## src/rtl/mod_unit.sv

```systemverilog
// Multi-cycle unsigned remainder unit (result = a mod b) for the ALU mod operation.
// Restoring shift-subtract: one quotient bit per clock, fixed WIDTH iterations.
module mod_unit #(
   parameter int WIDTH = 32,
   parameter int CNT_W = 6
) (
   input  logic             CLK,
   input  logic             reset,
   input  logic             start,
   input  logic [WIDTH-1:0] a,
   input  logic [WIDTH-1:0] b,
   output logic             busy,
   output logic             done,
   output logic [WIDTH-1:0] result,
   output logic             zero_bit,
   output logic             div_by_zero
);

   // Bit 0 marks CALC and bit 1 marks DONE, so busy/done come straight off the state flops.
   localparam logic [1:0] IDLE = 2'b00;
   localparam logic [1:0] CALC = 2'b01;
   localparam logic [1:0] DONE = 2'b10;

   localparam logic [CNT_W-1:0] LAST_ITER = CNT_W'(WIDTH - 1);

   logic [1:0]       state_q,    state_d;
   logic [WIDTH-1:0] dividend_q, dividend_d;
   logic [WIDTH-1:0] divisor_q,  divisor_d;
   logic [WIDTH-1:0] rem_q,      rem_d;
   logic [CNT_W-1:0] cnt_q,      cnt_d;
   logic [WIDTH-1:0] result_q,   result_d;
   logic             zero_q,     zero_d;
   logic             dbz_q,      dbz_d;

   logic [WIDTH-1:0] shifted_s;
   logic [WIDTH:0]   trial_s;
   logic [WIDTH-1:0] new_rem_s;

   // Next-state and datapath for one shift-subtract iteration.
   always_comb begin
      state_d    = state_q;
      dividend_d = dividend_q;
      divisor_d  = divisor_q;
      rem_d      = rem_q;
      cnt_d      = cnt_q;
      result_d   = result_q;
      zero_d     = zero_q;
      dbz_d      = dbz_q;

      // Extra top bit of trial_s is the borrow: set means divisor did not fit.
      shifted_s = {rem_q[WIDTH-2:0], dividend_q[WIDTH-1]};
      trial_s   = {1'b0, shifted_s} - {1'b0, divisor_q};
      new_rem_s = trial_s[WIDTH] ? shifted_s : trial_s[WIDTH-1:0];

      case (state_q)
         IDLE: begin
            if (start) begin
               if (b != {WIDTH{1'b0}}) begin
                  dividend_d = a;
                  divisor_d  = b;
                  rem_d      = {WIDTH{1'b0}};
                  cnt_d      = {CNT_W{1'b0}};
                  state_d    = CALC;
               end else begin
                  result_d = a;
                  zero_d   = (a == {WIDTH{1'b0}});
                  dbz_d    = 1'b1;
                  state_d  = DONE;
               end
            end else begin
               state_d = IDLE;
            end
         end
         CALC: begin
            rem_d      = new_rem_s;
            dividend_d = {dividend_q[WIDTH-2:0], 1'b0};
            cnt_d      = cnt_q + CNT_W'(1);
            if (cnt_q == LAST_ITER) begin
               result_d = new_rem_s;
               zero_d   = (new_rem_s == {WIDTH{1'b0}});
               dbz_d    = 1'b0;
               state_d  = DONE;
            end else begin
               state_d = CALC;
            end
         end
         DONE: begin
            state_d = IDLE;
         end
         default: begin
            state_d = IDLE;
         end
      endcase
   end

   // State and output registers; reset abandons any in-flight operation.
   always_ff @(posedge CLK) begin
      if (!reset) begin
         state_q    <= IDLE;
         dividend_q <= {WIDTH{1'b0}};
         divisor_q  <= {WIDTH{1'b0}};
         rem_q      <= {WIDTH{1'b0}};
         cnt_q      <= {CNT_W{1'b0}};
         result_q   <= {WIDTH{1'b0}};
         zero_q     <= 1'b1;
         dbz_q      <= 1'b0;
      end else begin
         state_q    <= state_d;
         dividend_q <= dividend_d;
         divisor_q  <= divisor_d;
         rem_q      <= rem_d;
         cnt_q      <= cnt_d;
         result_q   <= result_d;
         zero_q     <= zero_d;
         dbz_q      <= dbz_d;
      end
   end

   assign busy        = state_q[0];
   assign done        = state_q[1];
   assign result      = result_q;
   assign zero_bit    = zero_q;
   assign div_by_zero = dbz_q;

endmodule

```

## config.mk

```make
export PLATFORM = sky130hd
export DESIGN_NAME = mod_unit
export DESIGN_NICKNAME = d
export VERILOG_FILES = /design/src/rtl/mod_unit.sv
export SDC_FILE = /design/constraint.sdc
export NUM_CORES = 1
export LEC_CHECK = 0
export ABC_AREA = 1
export BUFFER_PORTS_ARGS = -buffer_cell sky130_fd_sc_hd__buf_2
export CORE_MARGIN = 2
export CORE_UTILIZATION = 30
export DETAILED_ROUTE_END_ITERATION = 10
export SLEW_MARGIN = 30
export SYNTH_ARGS = -nofsm -noshare
export SYNTH_HDL_FRONTEND = slang
export SYNTH_SLANG_ARGS = --single-unit
export TNS_END_PERCENT = 1
```

## constraint.sdc

```tcl
create_clock -name CLK -period 2.8 [get_ports CLK]
set_clock_uncertainty 0.15 [all_clocks]
set_input_delay 0.42 -clock CLK [delete_from_list [all_inputs] [get_ports CLK]]
set_output_delay 0.42 -clock CLK [all_outputs]
set_load 0.03 [all_outputs]
```

Yosys cells after proc, flatten, opt, wreduce, memory -nomap -nowiden --
Index checks and enable logic that the tools add are counted.
Word-level totals: flip-flop bits (word level) 137, output and inout bits 36, word-level logic and storage cells 50
Operators by class: add/subtract/negate cells 2, equal/unequal tests 6, reduce and logical (&&, ||, !) cells 8, mux-type cells 26
Operators by type and width (count):
- 2-to-1 mux 32 bit | 6
- case mux 32 bit (2 select lines) | 2
- logical NOT 32 bit | 2
- 2-to-1 mux 31 bit | 2
- case mux 31 bit (2 select lines) | 1
- subtractor 32 x 32 -> 33 bit | 1
- nonzero test 32 bit | 1
- 2-to-1 mux 6 bit | 2
- case mux 6 bit (2 select lines) | 1
- inequality test 2 bit (second input constant) | 4
- adder 6 x 1 -> 6 bit (second input constant) | 1
- equality test 6 x 5 -> 1 bit (second input constant) | 1
- 2-to-1 mux 1 bit | 6
- 2-to-1 mux 2 bit | 3
- AND reduction 3 bit | 2
- case mux 1 bit (2 select lines) | 2
- case mux 2 bit (2 select lines) | 1
- AND reduction 4 bit | 1
- equality test 2 x 1 -> 1 bit (second input constant) | 1
- logical NOT 2 bit | 1
- nonzero test 2 bit | 1

Longest topological paths before layout --
depth after elaboration 5, gate-level depth with buffers 23, gate-level depth less buffers 23

Worst setup path after synthesis --
Ideal clock, no wire load.
path type flip-flop to flip-flop, start register dividend_q[31], end register zero_q, in the netlist zero_bit, required time 2591 ps, setup slack 272 ps, setup time 59 ps, clock period less this slack 2528 ps, cell stages (with the launch flop) 24, path buffers 1, arrival time 2320 ps, cell sequence dfxtp_1 > inv_1 > ha_1 > fa_1 > inv_1 > nand2_1 > nand2_1 > nand3_1 > nand2_1 > nand2_2 > nand2_4 > nand2_4 > nand2_8 > buf_8 > nand2_1 > nand2_1 > nand2_1 > nor2_1 > nand2_1 > nor2_1 > nand3_1 > nand2_1 > nand2_1 > nand2_1
On the way: longest elaborated chain between the ends 5
Ends and longest elaborated chain:
- start, declared | line 27 | logic [WIDTH-1:0] dividend_q, dividend_d;
- start signal, assigned | line 100 | dividend_q <= {WIDTH{1'b0}};
- start signal, assigned | line 109 | dividend_q <= dividend_d;
- subtractor 32 x 32 -> 33 bit | line 52 | trial_s = {1'b0, shifted_s} - {1'b0, divisor_q};
- 2-to-1 mux 32 bit * | line 53 | new_rem_s = trial_s[WIDTH] ? shifted_s : trial_s[WIDTH-1:0];
- logical NOT 32 bit * | line 80 | zero_d = (new_rem_s == {WIDTH{1'b0}});
- 2-to-1 mux 1 bit * | line 78 | if (cnt_q == LAST_ITER) begin
- case mux 1 bit (2 select lines) * | line 55 | case (state_q)
- end signal, assigned | line 114 | zero_q <= zero_d;
- end, declared | line 32 | logic zero_q, zero_d;
Mark *: on every way between the ends. The rest lies on a longest branch, timed or not. The select of a mux whose other input is x is not followed. A chain may end at the register's enable or synchronous reset.

Worst setup path after layout --
start register rem_q[18], end register zero_q, in the netlist zero_bit
On the way: longest elaborated chain between the ends 5
Ends and longest elaborated chain:
- start, declared | line 29 | logic [WIDTH-1:0] rem_q, rem_d;
- start signal, assigned | line 102 | rem_q <= {WIDTH{1'b0}};
- start signal, assigned | line 111 | rem_q <= rem_d;
- subtractor 32 x 32 -> 33 bit | line 52
- 2-to-1 mux 32 bit * | line 53
- logical NOT 32 bit * | line 80
- 2-to-1 mux 1 bit * | line 78
- case mux 1 bit (2 select lines) * | line 55
Marked as above.

==> reports/results.txt <==
ys async rst share - 0%
share of cells above drive strength 1 - 24.1%
Hold Vio Cnt, Final - 0
nets - 1560
Worst Min Path Start - b[0]
DRC Markers - 0
Die H - 171 um
drt pass-1 iters - 5
DRT iter0 DRCs - 461
critical path buffer and inverter count - 3
crit path from - rem_q[18]$_SDFFE_PN0P_
largest incremental delay on the critical path - 0.37 ns
total die area - 0.0291 mm2
max frequency - 368 MHz
yosys warns - 0
setup TNS - 0 ns
CP arrival - 2.95 ns
Final Max Tran Viols - 0
Final setup viols - 0
Starting Density - 30.2%
Row Count - 61
Area after DPL - 0.00946 mm2
status - complete, no violations
crit path kind - flip-flop to flip-flop
clk sink count - 137
crit start category - flip-flop
number of global-route vias before repair - 8204
maximum vdd drop - 0.000430 V
n_diodes - 0
Post-Syn Area - 0.00833 mm2
final wirelength - 27100 um
I/O Pins - 103
CTS Buf Count - 17
Max Cap Viol - 0
reg2reg setup slack - 0.08 ns
CP endpoint kind - flip-flop
routed len/inst - 14.7 um
core region area - 0.0276 mm2
vias per cell - 4.76
Worst slew margin - 61.5%
DIE WIDTH - 171 um
DP HPWL - 20800 um
count of cell types in the netlist - 44
Synth top area share - 32.9%
total vias in the final route - 8790
Critical Path RT - 3.03 ns
Fillers - 2930
Tightest Pin Transition - 0.572 ns
PortBufs - 102
largest cells by area after synthesis - dfxtp_1, nand2_1, inv_1
fin area - 0.0109 mm2
GPL Wtd Cong - 0.956
crit-path max FO - 8
CTS root buf - clkbuf_16
post-layout minimum cycle time - 2.72 ns
H-tree levels - 4
RR Startpoint - rem_q[18]$_SDFFE_PN0P_
Mapped Nets - 1430
Max Root-Sink Buffers - 2
delay-heaviest family, CP - simple AND/OR/NAND/NOR gates
Syn Inst Count - 1328
worst path cell trace - ha_4 -> nand2_4 -> inv_1 -> nand2_1 -> nand2_2 -> nand2_2 -> nand2_2 -> a21oi_4 -> buf_12 -> nand2_8 -> buf_12 -> nand3_1 -> nand2_2 -> nor2_2 -> nand2_1 -> nor2_1 -> nand3_1 -> nand2_1 -> nand2_1 -> nand2_1
RSZ-0062 raised after global routing - true
initial antenna violation count - 0
pwr dens - 513 mW/mm2
min-delay worst type - primary input to flip-flop
Syn Area/Cell - 6.28 um2
GRT Util Overall - 18.4%
Slowest cell on crit path - dfxtp_4
Clock transition at path regs - 0.06 ns
global route total overflow - 0
Seq/Total Area, Yosys - 32.9%
CTS tree - yes
clk_lat worst skew - 0.43 ns
crit-path most repeated cell - nand2_1
Static Leak - 5.10 nW
largest area contributor in the netlist - dfxtp_1
top_reg_cell synth - dfxtp_1
first-pass GRT wire length - 42200 um
Antenna Violating Nets Remaining - 0
maximum number of pins on one net before global-route repair - 64
#FFs+latches synth - 137
synthesis-to-finish area growth - 30.8%
final worst-path cycle share - 97.1%
EDFF count, synth - 0
-- kinds of logic (layout without fill, tap and decap cells) --
logic type	count (synthesis)	count (layout)	share of synthesized area, %
AND/OR/NAND/NOR	641	643	32.0
flip-flops	137	137	32.9
buffers and inverters	249	389	11.9
XOR/XNOR	8	8	0.841
AO/OA/AOI/OAI	258	258	17.0
adder cells (fa/ha/maj)	35	35	5.34
-- state kept, by name, indices dropped and copies added (netlist names) --
register / count
divisor_q: 32
div_by_zero: 1
result: 32
state_q: 2
dividend_q: 32
zero_bit: 1
cnt_q: 6
rem_q: 31
-- synthesized netlist by cell type, types with 7 or more instances --
master and number:
nor3_1 7, nand2_1 450, nor2_1 74, dfxtp_1 137, a21oi_1 84, inv_1 187, o21ai_0 92, nand4_1 7
clkbuf_1 40, ha_1 34, nand3b_1 10, a31oi_1 63, nor4_1 16, nand3_1 60
-- through the flow --
step | hold WS [ns] | power, mW | cells | util (%) | worst slack (ns)
final | 0.119 | 5.60 | 1848 | 39.6 | 0.0814
after global routing | 0.140 | 5.86 | 1848 | 39.6 | -0.0907
after CTS | 0.120 | 5.53 | 1830 | 36.6 | 0.0168
after detailed placement | 0.305 | 3.18 | 1798 | 34.3 | -0.0712
after global placement | 0.294 | 3.18 | 1798 | 34.3 | 0.0486
after floorplan | 0.285 | 2.84 | 1328 | - | 0.272
-- routing by layer --
metal	vias up	global-route usage, %	share of wire [%]	wire [um]
li1	4547	-	-	-
met1	4007	26.0	50	13400
met2	190	28.4	44	11800
met3	46	3.35	4.7	1280
met4	0	5.17	2.1	570
met5	-	0	0	0
-- worst reg2reg max path: stages (launching register included) --
cell     delay, ns
dfxtp_4       0.37
ha_4          0.27
nand2_4       0.08
inv_1         0.04
nand2_1       0.07
nand2_2       0.07
nand2_2       0.06
nand2_2       0.08
a21oi_4       0.32
buf_12        0.17
nand2_8       0.11
buf_12        0.16
nand3_1       0.11
nand2_2       0.07
nor2_2        0.09
nand2_1       0.06
nor2_1        0.12
nand3_1       0.09
nand2_1       0.07
nand2_1       0.05
nand2_1       0.05
-- final timing paths --
| kind | endpoint | depth (start not counted) |
|---|---|---|
| setup / recovery | zero_bit$_SDFFE_PN1P_ | 20 |
| setup reg to reg | zero_bit$_SDFFE_PN1P_ | 20 |
| hold reg to reg | divisor_q[16]$_SDFFE_PN0P_ | 2 |
| hold / removal | divisor_q[0]$_SDFFE_PN0P_ | 3 |
-- what timing repair did --
action | in CTS | in global routing
endpoints found under the setup margin | 1 | 4
pin swaps | 1 | 55
hold buffers | 0 | 0
gates resized for setup | 4 | 156
gates cloned | 1 | 4
buffers inserted | 0 | 14
-- layout make-up --
cell class                 instances  area (um2)  share of cell area [%]
clock buffer                      18         429                    3.94
clock inverter                    13         169                    1.55
inverter                         195         744                    6.83
multi-input combinational        944        5160                    47.4
sequential                       137        2790                    25.5
tap                              378         473                    4.34
timing repair buffer             162        1120                    10.3
timing repair inverter             1        11.3                   0.103
-- layout by cell type (no fill, tap or decap), types with 10 or more instances in the layout --
| cell type | Yosys | final |
|---|---|---|
| a21oi_1 | 84 | 80 |
| a31oi_1 | 63 | 63 |
| buf_12 | 0 | 10 |
| buf_2 | 6 | 102 |
| buf_4 | 1 | 47 |
| clkbuf_16 | 0 | 19 |
| dfxtp_1 | 137 | 111 |
| dfxtp_2 | 0 | 22 |
| ha_4 | 0 | 24 |
| inv_1 | 187 | 173 |
| inv_2 | 5 | 19 |
| nand2_1 | 450 | 407 |
| nand2_2 | 4 | 45 |
| nand3_1 | 60 | 56 |
| nand3b_1 | 10 | 10 |
| nor2_1 | 74 | 61 |
| nor2_2 | 3 | 15 |
| nor4_1 | 16 | 16 |
| o21ai_0 | 92 | 92 |
-- report_power, final --
part           switching, mW  leakage (nW)  internal, mW
sequential            0.0537          1.14          2.06
clock                  0.936         0.285          1.41
combinational          0.735          3.68         0.399
total                   1.73          5.10          3.87
(Power assumes the default switching activity.)
